**src/rtl/uart_port.sv**
```systemverilog
// uart_port: 8N1 UART endpoint for the J1B CPU strobe interface.
// A TX FIFO feeds a serializer driving uart_tx. A deserializer on the
// synchronized uart_rx line fills an RX FIFO whose head is presented to the CPU.
module uart_port #(
  parameter int CLKS_PER_BIT = 868,
  parameter int TX_DEPTH     = 16,
  parameter int RX_DEPTH     = 4
) (
  input  logic       clk,
  input  logic       resetq,
  input  logic       uart0_wr,
  input  logic [7:0] uart_w,
  input  logic       uart0_rd,
  output logic       uart0_valid,
  output logic [7:0] uart0_data,
  output logic       uart_tx,
  input  logic       uart_rx,
  output logic       tx_busy,
  output logic       tx_overflow,
  output logic       rx_overrun,
  output logic       rx_frame_err
);

  localparam int CNT_W = $clog2(CLKS_PER_BIT);
  localparam int TX_AW = $clog2(TX_DEPTH);
  localparam int RX_AW = $clog2(RX_DEPTH);

  // Last count of a bit period, and the mid-point of the start bit.
  localparam logic [CNT_W-1:0] BIT_LAST = CNT_W'(CLKS_PER_BIT - 1);
  localparam logic [CNT_W-1:0] BIT_HALF = CNT_W'(CLKS_PER_BIT / 2);

  typedef enum logic [1:0] {TX_IDLE, TX_START, TX_DATA, TX_STOP} tx_state_e;
  typedef enum logic [1:0] {RX_IDLE, RX_START, RX_DATA, RX_STOP} rx_state_e;

  // ---------------------------------------------------------------------------
  // TX FIFO
  // ---------------------------------------------------------------------------
  logic [7:0]     tx_mem [TX_DEPTH];
  logic [TX_AW:0] tx_wr_ptr, tx_rd_ptr;
  logic           tx_empty, tx_full, tx_push, tx_pop;

  // Pointers carry one extra wrap bit: equal pointers mean empty, equal
  // indices with differing wrap bits mean full.
  assign tx_empty = (tx_wr_ptr == tx_rd_ptr);
  assign tx_full  = (tx_wr_ptr[TX_AW] != tx_rd_ptr[TX_AW]) &&
                    (tx_wr_ptr[TX_AW-1:0] == tx_rd_ptr[TX_AW-1:0]);
  // A pop in the same cycle frees a slot, so a write to a full FIFO still lands.
  assign tx_push  = uart0_wr && (!tx_full || tx_pop);

  // Store written bytes.
  // NOTE: FIFO storage has no reset; the pointers alone define what is valid,
  // and leaving the array unreset lets it map onto plain RAM/flops without reset muxes.
  always_ff @(posedge clk) begin
    if (tx_push) tx_mem[tx_wr_ptr[TX_AW-1:0]] <= uart_w;
  end

  // Advance TX FIFO pointers on push/pop.
  // NOTE: every sequential assignment is non-blocking so all registers update
  // from the same pre-edge values, independent of statement order.
  always_ff @(posedge clk or negedge resetq) begin
    if (!resetq) begin
      tx_wr_ptr <= '0;
      tx_rd_ptr <= '0;
    end else begin
      if (tx_push) tx_wr_ptr <= tx_wr_ptr + 1'b1;
      if (tx_pop)  tx_rd_ptr <= tx_rd_ptr + 1'b1;
    end
  end

  // ---------------------------------------------------------------------------
  // TX serializer
  // ---------------------------------------------------------------------------
  tx_state_e        tx_state_q, tx_state_d;
  logic [CNT_W-1:0] tx_cnt;
  logic [2:0]       tx_bit_idx;
  logic [7:0]       tx_shift;
  logic             tx_tick;
  logic             tx_line_d, tx_busy_d, tx_overflow_d;

  assign tx_tick = (tx_state_q != TX_IDLE) && (tx_cnt == BIT_LAST);
  // The FIFO head is popped and loaded into the shifter on every entry to START.
  assign tx_pop  = !tx_empty &&
                   ((tx_state_q == TX_IDLE) || ((tx_state_q == TX_STOP) && tx_tick));

  // TX state register.
  always_ff @(posedge clk or negedge resetq) begin
    if (!resetq) tx_state_q <= TX_IDLE;
    else         tx_state_q <= tx_state_d;
  end

  // TX next-state: each state/bit lasts one full bit period.
  // NOTE: defaulting every combinational output before the case means no path
  // leaves a variable unassigned, so no latch is inferred.
  always_comb begin
    tx_state_d = tx_state_q;
    case (tx_state_q)
      TX_IDLE:  if (!tx_empty) tx_state_d = TX_START;
      TX_START: if (tx_tick) tx_state_d = TX_DATA;
      TX_DATA:  if (tx_tick && (tx_bit_idx == 3'd7)) tx_state_d = TX_STOP;
      TX_STOP:  if (tx_tick) tx_state_d = tx_empty ? TX_IDLE : TX_START;
      default:  tx_state_d = TX_IDLE;
    endcase
  end

  // TX outputs: line level for the current state, busy and overflow flags.
  always_comb begin
    tx_line_d     = 1'b1;
    tx_busy_d     = (tx_state_q != TX_IDLE) || !tx_empty;
    tx_overflow_d = uart0_wr && tx_full && !tx_pop;
    case (tx_state_q)
      TX_START: tx_line_d = 1'b0;
      TX_DATA:  tx_line_d = tx_shift[0];
      default:  tx_line_d = 1'b1;
    endcase
  end

  // TX baud counter, bit index and shift register.
  always_ff @(posedge clk or negedge resetq) begin
    if (!resetq) begin
      tx_cnt     <= '0;
      tx_bit_idx <= '0;
      tx_shift   <= '0;
    end else begin
      if ((tx_state_q == TX_IDLE) || tx_tick) tx_cnt <= '0;
      else                                    tx_cnt <= tx_cnt + CNT_W'(1);
      if (tx_pop) begin
        tx_shift   <= tx_mem[tx_rd_ptr[TX_AW-1:0]];
        tx_bit_idx <= '0;
      end else if ((tx_state_q == TX_DATA) && tx_tick) begin
        tx_shift   <= {1'b0, tx_shift[7:1]};
        tx_bit_idx <= tx_bit_idx + 3'd1;
      end
    end
  end

  // Registered TX-side outputs; uart_tx lags the state by one clock.
  always_ff @(posedge clk or negedge resetq) begin
    if (!resetq) begin
      uart_tx     <= 1'b1;
      tx_busy     <= 1'b0;
      tx_overflow <= 1'b0;
    end else begin
      uart_tx     <= tx_line_d;
      tx_busy     <= tx_busy_d;
      tx_overflow <= tx_overflow_d;
    end
  end

  // ---------------------------------------------------------------------------
  // RX synchronizer
  // ---------------------------------------------------------------------------
  logic rx_meta, rx_sync, rx_prev;

  // Two-flop synchronizer plus one delayed copy for falling-edge detection.
  always_ff @(posedge clk or negedge resetq) begin
    if (!resetq) begin
      rx_meta <= 1'b1;
      rx_sync <= 1'b1;
      rx_prev <= 1'b1;
    end else begin
      rx_meta <= uart_rx;
      rx_sync <= rx_meta;
      rx_prev <= rx_sync;
    end
  end

  // ---------------------------------------------------------------------------
  // RX FIFO
  // ---------------------------------------------------------------------------
  logic [7:0]     rx_mem [RX_DEPTH];
  logic [RX_AW:0] rx_wr_ptr, rx_rd_ptr;
  logic           rx_empty, rx_full, rx_push, rx_pop;
  logic [7:0]     rx_shift;

  assign rx_empty = (rx_wr_ptr == rx_rd_ptr);
  assign rx_full  = (rx_wr_ptr[RX_AW] != rx_rd_ptr[RX_AW]) &&
                    (rx_wr_ptr[RX_AW-1:0] == rx_rd_ptr[RX_AW-1:0]);
  assign rx_pop   = uart0_rd && !rx_empty;

  assign uart0_valid = !rx_empty;
  assign uart0_data  = rx_empty ? 8'h00 : rx_mem[rx_rd_ptr[RX_AW-1:0]];

  // Store received bytes.
  always_ff @(posedge clk) begin
    if (rx_push) rx_mem[rx_wr_ptr[RX_AW-1:0]] <= rx_shift;
  end

  // Advance RX FIFO pointers on push/pop.
  always_ff @(posedge clk or negedge resetq) begin
    if (!resetq) begin
      rx_wr_ptr <= '0;
      rx_rd_ptr <= '0;
    end else begin
      if (rx_push) rx_wr_ptr <= rx_wr_ptr + 1'b1;
      if (rx_pop)  rx_rd_ptr <= rx_rd_ptr + 1'b1;
    end
  end

  // ---------------------------------------------------------------------------
  // RX deserializer
  // ---------------------------------------------------------------------------
  rx_state_e        rx_state_q, rx_state_d;
  logic [CNT_W-1:0] rx_cnt;
  logic [2:0]       rx_bit_idx;
  logic             rx_half, rx_bit_tick, rx_stop_tick;
  logic             rx_overrun_d, rx_frame_err_d;

  assign rx_half      = (rx_state_q == RX_START) && (rx_cnt == BIT_HALF);
  assign rx_bit_tick  = (rx_state_q == RX_DATA)  && (rx_cnt == BIT_LAST);
  assign rx_stop_tick = (rx_state_q == RX_STOP)  && (rx_cnt == BIT_LAST);

  // RX state register.
  always_ff @(posedge clk or negedge resetq) begin
    if (!resetq) rx_state_q <= RX_IDLE;
    else         rx_state_q <= rx_state_d;
  end

  // RX next-state: start edge, mid-start glitch check, 8 data bits, stop.
  always_comb begin
    rx_state_d = rx_state_q;
    case (rx_state_q)
      RX_IDLE:  if (rx_prev && !rx_sync) rx_state_d = RX_START;
      RX_START: if (rx_half) rx_state_d = rx_sync ? RX_IDLE : RX_DATA;
      RX_DATA:  if (rx_bit_tick && (rx_bit_idx == 3'd7)) rx_state_d = RX_STOP;
      // Leave at mid-stop so a following start edge is not missed.
      RX_STOP:  if (rx_stop_tick) rx_state_d = RX_IDLE;
      default:  rx_state_d = RX_IDLE;
    endcase
  end

  // RX outputs: push a good byte, or flag overrun / framing error.
  always_comb begin
    rx_push        = rx_stop_tick && rx_sync && (!rx_full || rx_pop);
    rx_overrun_d   = rx_stop_tick && rx_sync && rx_full && !rx_pop;
    rx_frame_err_d = rx_stop_tick && !rx_sync;
  end

  // RX baud counter, bit index and shift register (LSB arrives first).
  always_ff @(posedge clk or negedge resetq) begin
    if (!resetq) begin
      rx_cnt     <= '0;
      rx_bit_idx <= '0;
      rx_shift   <= '0;
    end else begin
      if ((rx_state_q == RX_IDLE) || rx_half || (rx_cnt == BIT_LAST)) rx_cnt <= '0;
      else                                                             rx_cnt <= rx_cnt + CNT_W'(1);
      if (rx_state_q == RX_START) rx_bit_idx <= '0;
      else if (rx_bit_tick)       rx_bit_idx <= rx_bit_idx + 3'd1;
      if (rx_bit_tick) rx_shift <= {rx_sync, rx_shift[7:1]};
    end
  end

  // Registered RX status pulses.
  always_ff @(posedge clk or negedge resetq) begin
    if (!resetq) begin
      rx_overrun   <= 1'b0;
      rx_frame_err <= 1'b0;
    end else begin
      rx_overrun   <= rx_overrun_d;
      rx_frame_err <= rx_frame_err_d;
    end
  end

endmodule

```
**config.mk**
```make
export PLATFORM = sky130hd
export DESIGN_NAME = uart_port
export DESIGN_NICKNAME = d
export VERILOG_FILES = /design/src/rtl/uart_port.sv
export SDC_FILE = /design/constraint.sdc
export NUM_CORES = 1
export LEC_CHECK = 0
export CORE_MARGIN = 2
export CORE_UTILIZATION = 55
export DETAILED_ROUTE_END_ITERATION = 10
export PLACE_DENSITY = 0.87
export SYNTH_ARGS = -nofsm -noshare
export SYNTH_HDL_FRONTEND = slang
export SYNTH_SLANG_ARGS = --single-unit
```
**constraint.sdc**
```tcl
create_clock -name clk -period 2.5 [get_ports clk]
set_input_delay 0.75 -clock clk [delete_from_list [all_inputs] [get_ports clk]]
set_output_delay 0.75 -clock clk [all_outputs]
set_load 0.01 [all_outputs]
```
==> flow_summary.toml <==
[setup_path]
reg2regPathDepth = 7
cp.depth = 4
worstSetupPathType = "flop to output pin"
cp_slowest_cell = "mux4_2"
cp-start-kind = "flop"
critPathMaxFanout = 5
slowest_delay_ns = 0.51
cp_data_arrival_time_ns = 1.87
critPathBufInv = 2
cp-end-kind = "output pin"
path_delay_family = "multiplexers"
required_ns = 1.75
worstPathCellList = "buf_6, mux4_2, and2_1, buf_2"

[floorplan]
chipHeight_um = 136
rows = 48
initial_core_util_pct = 55.7
die_w_um = 136
num_io_pins = 27
fp.coreArea_um2 = 17100
die_area_um2 = 18400

[place]
post-dp-hpwl_um = 11900
dp_cells = 831
port_buffers = 26
place.gp.congestion = 0.798

[logic_synthesis]
synth_area_um2 = 9540
yosysWarnings = 0
yosys_most_used_dff = "edfxtp_1"
synthArstFlopShare_pct = 30.4
synth_cell_type_count = 51
synth_edf_count = 160
synth_cells = 577
syn_nets = 612
synth_area_per_cell_um2 = 16.5
seq_area_frac_synth_pct = 68.8
synth-seq-cells = 230

[finish]
regArea_um2 = 6560
layout_commonest_cell = "edfxtp_1"
layout_common_cells = "edfxtp_1, dfrtp_1, nor2_1, mux4_2, nand2_1"
fillers = 1152
final_util_pct = 64.1
nets = 672
multi_input_area_um2 = 2880
antenna_cells = 0
final-instance-count-excl-fill = 876
area.growth.synth_to_final_pct = 14.9
drive_gt1_share_pct = 24.3

[clock_tree]
cts_tree = "yes"
clk_latency_ns = 0.50
cts.sinks = 230
clk_pin_slew_ns = 0.06
cts_root_buf = "clkbuf_16"
cts_buffers = 23
postCtsHoldBufs = 0
cts_buffer_depth = 3
cts_htree_levels = 1

[grt]
grt_pass1_wl_um = 29200
antenna_found_initial = 0
grt_pass1_vias = 5396
grt_overflow = 0
grt_usage_pct = 20.9
grt_max_degree = 51

[timing]
clock.fmax_mhz = 382
setup_viol = 8
hold_viol = 0
rsz0062_at_grt = "yes"
tightest_slew_ns = 0.736
fin_worst_skew_ns = 0.0109
slew_headroom_pct = 50.7
drv_slew = 0
layout_min_cycle_time_ns = 2.62
fin_crit_sh_pct = 105
setup_slack_ns = -0.120

[min_path]
hold_class = "primary input to asynchronous set/reset pin"

[pwr]
switchingPower_mw = 3.48
clockPowerShare_pct = 27.4
power_leakage_nw = 4.23
pwr-share-seq_pct = 44.2
peakVddDrop_mv = 0.733
swShare_pct = 30.9
power.total_mw = 11.3
pwr_density_cell_nw_per_um2 = 1030
combPwrFrac_pct = 28.3
p_int_mw = 7.79

[drt]
drt_wl_total_um = 18500
drt_pass1_iterations = 5
drc = 0
num_vias = 5107
via_per_inst = 5.83
drtIter0Drc = 446
wl_per_cell_um = 21.1
ant_nets = 0

[run_status]
status = "finished, violations left"
violations = "negative setup slack"

[flow_run]
cap_violations = 0
## cell type report
| class | instances | share of cell area [%] |
|---|---|---|
| Tap cell | 225 | 2.57 |
| Sequential cell | 230 | 59.9 |
| Timing Repair Buffer | 58 | 4.63 |
| Inverter | 15 | 0.514 |
| Clock buffer | 30 | 5.67 |
| Clock inverter | 9 | 0.456 |
| Multi-Input combinational cell | 309 | 26.3 |
## final timing paths
check | start | end | slack [ns]
min in group clk | rx_meta$_DFF_PN1_ | rx_sync$_DFF_PN1_ | 0.36
setup reg to reg | tx_cnt[0]$_DFF_PN0_ | tx_mem[8][7]$_DFFE_PP_ | 0.06
setup / recovery | rx_rd_ptr[0]$_DFFE_PN0P_ | uart0_data[1] | -0.12
hold reg to reg | rx_meta$_DFF_PN1_ | rx_sync$_DFF_PN1_ | 0.36
hold / removal | resetq | rx_bit_idx[1]$_DFFE_PN0P_ | 0.21
max in group asynchronous | resetq | uart_tx$_DFF_PN1_ | 1.60
## power by group through the flow
stage	clock network, mW	registers (mW)	logic (mW)
final	3.09	4.99	3.20
after global routing	3.29	5.04	3.48
after CTS	3.14	4.98	3.20
after detailed placement	0	5.04	3.04
after global placement	0	4.99	2.91
after floorplan	0	4.88	2.28
## routing by layer
metal | GRT usage [%] | vias to the layer above | wire [um]
li1 | - | 2292 | -
met1 | 27.6 | 2616 | 7390
met2 | 36.9 | 168 | 9810
met3 | 3.37 | 31 | 986
met4 | 4.80 | 0 | 326
met5 | 0 | - | 0
## cells in the mapped netlist (14+ instances only)
cell | instances | area share [%]
ha_1 | 22 | 2.9
xor2_1 | 16 | 1.5
nand3_1 | 17 | 0.89
inv_1 | 15 | 0.59
xnor2_1 | 22 | 2.0
edfxtp_1 | 160 | 50
a22oi_1 | 16 | 1.3
nor2_1 | 42 | 1.7
and2_1 | 14 | 0.92
dfrtp_1 | 66 | 17
mux4_2 | 40 | 9.4
nand2_1 | 32 | 1.3
## cells by family (layout without fill, tap and decap cells)
logic type	count (synthesis)	after routing	synth area share [%]
AO/OA/AOI/OAI	40	40	2.87
AND/OR/NAND/NOR	144	145	8.11
multiplexers	64	64	12.1
adder cells (fa/ha/maj)	22	22	2.89
buffers and inverters	39	112	1.74
XOR/XNOR	38	38	3.49
flip-flops	230	230	68.8
## per-stage QoR
step                      setup WS (ns)  TNS [ns]  hold slack, ns  instance area (um2)
after CTS                        -0.155     -1.23           0.211                10900
final                            -0.120    -0.705           0.206                11000
after global placement           0.0393         0           0.345                10200
after global routing             -0.169     -1.48           0.234                11000
after floorplan                 -0.0652     -1.56           0.345                 9540
after detailed placement        -0.0211   -0.0211           0.353                10200
## timing repair
item,4_1_cts,5_1_grt
gates cloned,1,1
buffers inserted,4,2
pin swaps,5,9
gates resized for setup,39,17
setup endpoints to repair,9,129
hold endpoints to repair,0,0
## sequential cells by signal, summed over array words and instances (netlist names), 5 cells and up, named ones only
name	cells
rx_cnt	10
tx_wr_ptr	5
tx_rd_ptr	5
rx_mem	32
rx_shift	8
tx_mem	128
tx_cnt	10
tx_shift	8
Power figures use the tool's default switching activity.
